### src/rtl/frame_timing_monitor.sv
// Frame timing monitor: measures line and frame timing from a DE stream and flags deviations.
// Define FTM_SEQ_CHECK_EN to check decoded frame modes against the frameRate/frameNum sequence.
module frame_timing_monitor #(
    parameter int unsigned HTOTAL = 520,
    parameter int unsigned HRES   = 480,
    parameter int unsigned VRES   = 1080
) (
    input  logic        clkout,
    input  logic        Reset,
    input  logic        de_in,
    input  logic        clear,
    input  logic [31:0] frameRate,
    input  logic [2:0]  frameNum,
    output logic        frame_done,
    output logic [12:0] last_vtotal,
    output logic [11:0] last_active,
    output logic [3:0]  last_mode,
    output logic [15:0] frame_cnt,
    output logic        hres_err,
    output logic        vres_err,
    output logic        no_signal,
    output logic        seq_err
);
    localparam int unsigned LT_W  = 13;
    localparam int unsigned ACT_W = 12;
    localparam int unsigned BLK_W = 13;
    localparam int unsigned HC_W  = 16;
    localparam int unsigned FC_W  = 16;
    localparam int unsigned MD_W  = 4;
    // One tick short of saturation: the next blank tick makes 8191 blank lines.
    localparam logic [BLK_W-1:0] BLK_LAST = BLK_W'(8190);

    typedef enum logic [1:0] {IDLE, ACTIVE, BLANK} state_t;

    state_t             state;
    logic               de_d;
    logic               seen_tick;
    logic [LT_W-1:0]    lt;
    logic [ACT_W-1:0]   active_cnt;
    logic [BLK_W-1:0]   blank_cnt;
    logic [HC_W-1:0]    hcnt;

    logic               rise_c;
    logic               fall_c;
    logic               tick_c;
    logic               boundary_c;
    logic               leave_idle_c;
    logic               hres_set_c;
    logic               vres_set_c;
    logic [BLK_W-1:0]   vtotal_c;
    logic [MD_W-1:0]    mode_c;

    function automatic logic [MD_W-1:0] decode_mode(input logic [BLK_W-1:0] vt);
        case (vt)
            13'd5280: decode_mode = 4'd0;
            13'd2640: decode_mode = 4'd1;
            13'd1760: decode_mode = 4'd2;
            13'd1320: decode_mode = 4'd3;
            13'd1100: decode_mode = 4'd4;
            default:  decode_mode = 4'd15;
        endcase
    endfunction

    assign rise_c       = de_in & ~de_d;
    assign fall_c       = ~de_in & de_d;
    assign tick_c       = ~rise_c & (lt == LT_W'(HTOTAL));
    assign boundary_c   = (state == BLANK) & rise_c;
    assign leave_idle_c = (state == IDLE) & rise_c & seen_tick;
    assign hres_set_c   = fall_c & (hcnt != HC_W'(HRES));
    assign vres_set_c   = boundary_c & (active_cnt != ACT_W'(VRES));
    assign vtotal_c     = BLK_W'(active_cnt) + blank_cnt;
    assign mode_c       = decode_mode(vtotal_c);

    // Line timer, line-length check, frame state machine and result latching
    always_ff @(posedge clkout) begin
        if (!Reset) begin
            state       <= IDLE;
            no_signal   <= 1'b1;
            de_d        <= 1'b0;
            seen_tick   <= 1'b0;
            lt          <= '0;
            active_cnt  <= '0;
            blank_cnt   <= '0;
            hcnt        <= '0;
            frame_done  <= 1'b0;
            last_vtotal <= '0;
            last_active <= '0;
            last_mode   <= '0;
            frame_cnt   <= '0;
            hres_err    <= 1'b0;
            vres_err    <= 1'b0;
        end else begin
            de_d       <= de_in;
            frame_done <= 1'b0;

            if (rise_c || (lt == LT_W'(HTOTAL))) begin
                lt <= LT_W'(1);
            end else begin
                lt <= lt + LT_W'(1);
            end

            if (de_in) begin
                hcnt <= rise_c ? HC_W'(1) : hcnt + HC_W'(1);
            end

            // A new error or a frame increment in the clear cycle wins over clear
            if (clear) begin
                hres_err <= 1'b0;
                vres_err <= 1'b0;
            end
            if (hres_set_c) hres_err <= 1'b1;
            if (vres_set_c) vres_err <= 1'b1;

            if (boundary_c) begin
                frame_cnt <= frame_cnt + FC_W'(1);
            end else if (clear) begin
                frame_cnt <= '0;
            end

            case (state)
                IDLE: begin
                    if (leave_idle_c) begin
                        state      <= ACTIVE;
                        no_signal  <= 1'b0;
                        seen_tick  <= 1'b0;
                        active_cnt <= ACT_W'(1);
                        blank_cnt  <= '0;
                    end else if (tick_c) begin
                        seen_tick <= 1'b1;
                    end
                end
                ACTIVE: begin
                    if (rise_c) begin
                        active_cnt <= active_cnt + ACT_W'(1);
                    end else if (tick_c) begin
                        state     <= BLANK;
                        blank_cnt <= BLK_W'(1);
                    end
                end
                BLANK: begin
                    if (boundary_c) begin
                        last_active <= active_cnt;
                        last_vtotal <= vtotal_c;
                        last_mode   <= mode_c;
                        frame_done  <= 1'b1;
                        active_cnt  <= ACT_W'(1);
                        blank_cnt   <= '0;
                        state       <= ACTIVE;
                    end else if (tick_c) begin
                        if (blank_cnt == BLK_LAST) begin
                            state      <= IDLE;
                            no_signal  <= 1'b1;
                            seen_tick  <= 1'b0;
                            active_cnt <= '0;
                            blank_cnt  <= '0;
                        end else begin
                            blank_cnt <= blank_cnt + BLK_W'(1);
                        end
                    end
                end
                default: state <= IDLE;
            endcase
        end
    end

`ifdef FTM_SEQ_CHECK_EN
    logic [2:0]      idx;
    logic [2:0]      idx_last_c;
    logic [MD_W-1:0] slot_c;

    assign idx_last_c = (frameNum == 3'd0) ? 3'd0 : frameNum - 3'd1;
    assign slot_c     = frameRate[{idx, 2'b00} +: 4];

    // Sequence index restarts with the first frame after leaving IDLE
    always_ff @(posedge clkout) begin
        if (!Reset) begin
            idx     <= '0;
            seq_err <= 1'b0;
        end else begin
            seq_err <= 1'b0;
            if (leave_idle_c) begin
                idx <= '0;
            end else if (boundary_c) begin
                seq_err <= (mode_c != slot_c);
                idx     <= (idx >= idx_last_c) ? 3'd0 : idx + 3'd1;
            end
        end
    end
`else
    logic seq_unused_c;
    assign seq_unused_c = ^{frameRate, frameNum};

    always_ff @(posedge clkout) begin
        seq_err <= 1'b0;
    end
`endif

endmodule

### config.mk
export PLATFORM = sky130hd
export DESIGN_NAME = frame_timing_monitor
export DESIGN_NICKNAME = d
export VERILOG_FILES = /design/src/rtl/frame_timing_monitor.sv
export SDC_FILE = /design/constraint.sdc
export NUM_CORES = 1
export LEC_CHECK = 0
export ABC_AREA = 1
export CAP_MARGIN = 15
export CORE_ASPECT_RATIO = 1.5
export CORE_UTILIZATION = 31
export CTS_CLUSTER_SIZE = 20
export DETAILED_ROUTE_END_ITERATION = 10
export GPL_TIMING_DRIVEN = 0
export HOLD_SLACK_MARGIN = 0.05
export PLACE_DENSITY = 0.49
export SYNTH_ARGS = -nofsm -noshare
export SYNTH_HDL_FRONTEND = slang
export SYNTH_SLANG_ARGS = --single-unit
### constraint.sdc
create_clock -name clkout -period 2.2 [get_ports clkout]
set_input_delay 0.22 -clock clkout [delete_from_list [all_inputs] [get_ports clkout]]
set_output_delay 0.22 -clock clkout [all_outputs]
set_load 0.02 [all_outputs]
; ---- Word-level counts from Yosys, hierarchy flattened
; Cells that the tools add are included.
[word_totals]
reg_bits = 107
[op_classes]
mux = 40
addsub = 6
bitwise = 12
n_eq_ne = 21
reduce_logical = 15
[ops]
columns = operator, n
row1 = $mux 13, 6
row2 = $mux 12, 5
row3 = $mux 16, 3
row4 = $eq 13x11->1 const B, 3
row5 = $pmux 13 s3, 1
row6 = $pmux 12 s3, 1
row7 = $add 16x1->16 const B, 2
row8 = $add 13x1->13 const B, 2
row9 = $eq 13x13->1 const B, 2
row10 = $reduce_and 5->1, 5
row11 = $pmux 4 s5, 1
row12 = $ne 16x9->1 const B, 1
row13 = $mux 1, 14
row14 = $add 12x13->13, 1
row15 = $eq 13x10->1 const B, 1
row16 = $eq 13x12->1 const B, 1
row17 = $add 12x1->12 const B, 1
row18 = $mux 2, 6
row19 = $ne 12x11->1 const B, 1
row20 = $ne 2x2->1 const B, 6
row21 = $and 1x1->1, 8
row22 = $reduce_bool 2->1, 4
row23 = $ne 3x3->1 const B, 2
row24 = $pmux 2 s3, 1
row25 = other kinds (11), 16

; ---- Logic depth before layout (Yosys ltp)
[logic_depth]
ltp_word = 7
depth_mapped = 18
depth_no_buf = 18

; ---- Least setup slack after synthesis
; No wires, ideal clock.
[synth_path]
path_kind = register to register
startpoint = register active_cnt[0]
endpoint = register last_mode[1]
synth_period_minus_slack_ns = 2.363
path_stages_with_launch = 16
path_buffers = 0
setup_time_ns = 0.132
t_arrival_ns = 2.231
path_slack_ns = -0.163
path_cell_list = dfxtp_1 -> ha_1 -> inv_1 -> fa_1 -> inv_1 -> or2_2 -> nor2_1 -> inv_1 -> nor2_1 -> nand2_1 -> nor2_1 -> nand3_1 -> o21bai_1 -> nor2_1 -> nand2_1 -> a21oi_1
[synth_via]
elab_chain_cells = 3
elab_cells_between_ends = 7
[synth_rtl]
columns = item, line
row1 = "start, declared", 39  ; logic [ACT_W-1:0] active_cnt;
row2 = "start signal, assigned", 134  ; active_cnt <= active_cnt + ACT_W'(1);
row3 = $add 12x13->13 (*), 71  ; assign vtotal_c = BLK_W'(active_cnt) + blank_cnt;
row4 = $eq 13x11->1 (tied with other cells), 54  ; case (vt)
row5 = $pmux 4 s5 (*), 54
row6 = "end signal, assigned", 144  ; last_mode <= mode_c;
row7 = "end, declared", 17  ; output logic [3:0] last_mode,
; Every way passes the cells marked *; elsewhere a longest branch is shown, timed or not.
; A chain may end at the register's enable or synchronous reset.

; ---- Worst setup path in the final report
[layout_path]
startpoint = register blank_cnt[0]
endpoint = register last_mode[2]
[layout_via]
elab_chain_cells = 3
elab_cells_between_ends = 7
[layout_rtl]
columns = item, line
row1 = "start, declared", 40  ; logic [BLK_W-1:0] blank_cnt;
row2 = "start signal, assigned", 157  ; blank_cnt <= blank_cnt + BLK_W'(1);
row3 = $add 12x13->13 (*), 71
row4 = $eq 13x11->1 (tied with other cells), 54
row5 = $pmux 4 s5 (*), 54
; Marks and branches as above.

==> impl_metrics.csv <==
group,metric,value,unit
synthesis,synth_top_area_share,35.98,%
pwr,p_leak,0.002900,uW
sta,fin_worst_skew,0.009439,ns
synthesis,ys_types,56,
synthesis,synth_seq_area_share,35.98,%
pwr,power_switching,1687,uW
sta,period_needed,2.385,ns
worst_hold_path,hold_path.class,"in -> reg",
synthesis,synthTopCellsByArea,"dfxtp_1 (36%), nand2_1 (11%), inv_1 (7.9%), nor2_1 (5.9%), ha_1 (5.3%)",
synthesis,synthFlopType,"dfxtp_1",
setup_path,r2r.worst_path.cells,15,
setup_path,crit_path_frequent_cell,"nor2_1",
setup_path,worst-path-max-fanout,3,
pwr,intPower,3517,uW
sta,slew_headroom,56.09,%
clock_tree,cts_tree,"done",
setup_path,worstSetupStartpoint,"blank_cnt[0]",
layout,final_area,0.007262,mm2
sta,drv_slew,0,
layout,finish.utilization,38.84,%
synthesis,avgSynthCellArea,6.938,um2
global_route,grt_pass1_wl,28200,um
floorplan,core-area,0.01870,mm2
setup_path,crit_chain,"ha_4, inv_2, fa_1, inv_1, or2_4, nor2_4, inv_1, nor2_1, nand2_1, nor2_1, nand3_1, o21bai_1, nor2_1, nand2_1, a21oi_1",
clock_tree,cts_buffer_depth,2,
route,wire_per_inst,14.61,um
floorplan,dieArea,0.01977,mm2
place,place_area,0.006807,mm2
route,wirelength,17290,um
outcome,violations,"setup timing",
setup_path,critPathCaptureType,"flip-flop",
synthesis,syn_inst,858,
floorplan,die_y,171.7,um
worst_hold_path,hold_end,"hcnt[1]",
place,port_buffers,51,
sta,fin_ws,-0.1855,ns
place,dpl.hpwl,13530,um
layout,nets,991,
sta,setup_viol,4,
global_route,overflow,0,
synthesis,ys_warn_count,0,
sta,fmax,419.2,MHz
sta,tns,-0.6914,ns
layout,areaGrowthSynthToFinish,21.98,%
global_route,track_usage,18.70,%
flow_run,cap_violations,0,
pwr,peakVddDrop,0.4065,mV
sta,worst_pin_slew,0.6586,ns
worst_hold_path,hold_depth,2,
sta,rsz0062_at_grt,"yes",
floorplan,num_io_pins,89,
route,dr.pass1.iters,5,
route,drcViolationCount,0,
place,dp_cells,1161,
layout,drive_gt1_share,11.06,%
setup_path,worstSetupPathType,"reg -> reg",
sta,period_share,108.4,%
clock_tree,cts_buffers,9,
synthesis,async_flop_share,0,%
sta,hold_violations,0,
route,antenna_left,0,
outcome,status,"complete, but fails checks",
setup_path,worstPathArrival,2.60,ns
clock_tree,root_buffer,"clkbuf_16",
pwr,clkPwrFrac,32.4,%
clock_tree,clkLatencyLatePin,0.36,ns
setup_path,reg2reg_to,"last_mode[2]",
pwr,sw_frac_of_total,32.41,%
synthesis,netlist.top_cell.by_area,"dfxtp_1",
setup_path,r2r_start,"blank_cnt[0]",
setup_path,slowest_stage,"fa_1",
setup_path,worstPathRequired,2.42,ns
floorplan,start_util,31.84,%
floorplan,die_w,115.2,um
synthesis,synth_edf_count,0,
place,gp_congestion,0.8516,
synthesis,ys_ff_latch,107,
global_route,grt_pass1_vias,5535,
setup_path,start_kind,"flip-flop",
setup_path,r2r_setup_slack,-0.19,ns
clock_tree,ctsHoldBuffers,0,
floorplan,num_rows,61,
pwr,power,5204,uW
layout,stdcell_count,1183,
clock_tree,htree_levels,3,
global_route,antenna_found_initial,0,
route,viasPerCell,4.708,
pwr,combPwrFrac,25.5,%
synthesis,synth_nets,923,
worst_hold_path,hp-start,"de_in",
pwr,seqPwrFrac,42.1,%
global_route,grt_max_degree,18,
route,vias,5570,
setup_path,max_stage_delay,0.49,ns
layout,fill_cells,2015,
synthesis,synth_common_cells,"nand2_1 (176), inv_1 (126), dfxtp_1 (107)",
clock_tree,clock_sinks,107,
route,drtIter0Drc,232,
synthesis,syn_area,0.005953,mm2
clock_tree,clk_pin_slew_worst_paths,0.08,ns
layout,diodes,0,
synthesis,synth.most_common_cell,"nand2_1",
pwr,power_density,716.6,mW/mm2
[worst max path at each step]
stage	endpoint	slack [ns]	cells past startpoint
after floorplan	last_mode[1]	0.007	15
after global placement	last_mode[2]	-0.33	17
after detailed placement	last_mode[2]	-0.35	16
after CTS	last_mode[2]	-0.18	15
after global routing	last_mode[2]	-0.35	15
final	last_mode[2]	-0.19	15
[layer usage]
metal	wire length [um]	vias to the layer above	track usage [%]
li1	-	2958	-
met1	7208	2527	20.20
met2	9404	63	35.83
met3	299	22	1.973
met4	374	0	8.639
met5	0	-	0
[power groups by stage]
stage	combinational [uW]	clock [uW]	sequential [uW]
after floorplan	737	0	2320
after detailed placement	1290	0	2240
final	1320	1690	2190
after global placement	1290	0	2240
after global routing	1470	1810	2210
after CTS	1330	1750	2190
[area by class of cell]
class                   instances  area, um2  share of cell area, %
multi-input cells             601       3331                  45.86
flip-flops and latches        107       2161                  29.76
repair buffers                 57      555.5                  7.650
inverters                     132      503.0                  6.926
well taps                     252      315.3                  4.342
clock buffers                  11      242.7                  3.343
plain buffers                  18      93.84                  1.292
clock inverters                 5      60.06                 0.8270
[logic make-up (layout without fill, tap and decap cells)]
kind of cell,count (synthesis),after routing,synth area share [%]
AO/OA/AOI/OAI,146,146,14.17
other,1,1,0.06299
flip-flops,107,107,35.98
AND/OR/NAND/NOR,421,421,33.19
adder cells (fa/ha/maj),26,26,5.591
buffers and inverters,150,223,9.983
XOR/XNOR,7,7,1.030
[worst max-delay path: cells and delay by family (launching register included)]
kind	cells	cell delay [ns]
AND/OR/NAND/NOR	8	0.90
adder cells (fa/ha/maj)	2	0.63
flip-flops	1	0.38
AO/OA/AOI/OAI	2	0.22
buffers and inverters	3	0.13
[metrics by stage]
step,hold WS (ns),setup slack [ns]
after floorplan,0.4036,0.006716
after global placement,0.4559,-0.3318
after detailed placement,0.4587,-0.3527
after CTS,0.1525,-0.1778
after global routing,0.1768,-0.3538
final,0.1632,-0.1855
[what timing repair did]
item / CTS / global route
setup buffers: 3 / 3
endpoints found under the setup margin: 15 / 24
endpoints found under the hold margin: 0 / 0
gates resized for setup: 23 / 21
gates cloned: 0 / 0
pin swaps: 10 / 4
[sequential cells by signal, summed over array words and instances, names as in the netlist, 2 cells and up]
register and count:
frame_cnt 16, hcnt 16, blank_cnt 13, last_vtotal 13, lt 13, active_cnt 12
last_active 12, last_mode 4, state 2
[cell usage in the layout, fill, tap and decap left out, drive strengths merged, types with 25 or more instances in the layout]
cell	count
nor2	103
ha	25
nand3	57
nor3	27
a21oi	61
nand2	183
o21ai	44
inv	132
dfxtp	107
clkdlybuf4s50	51
Power figures use the tool's default switching activity.
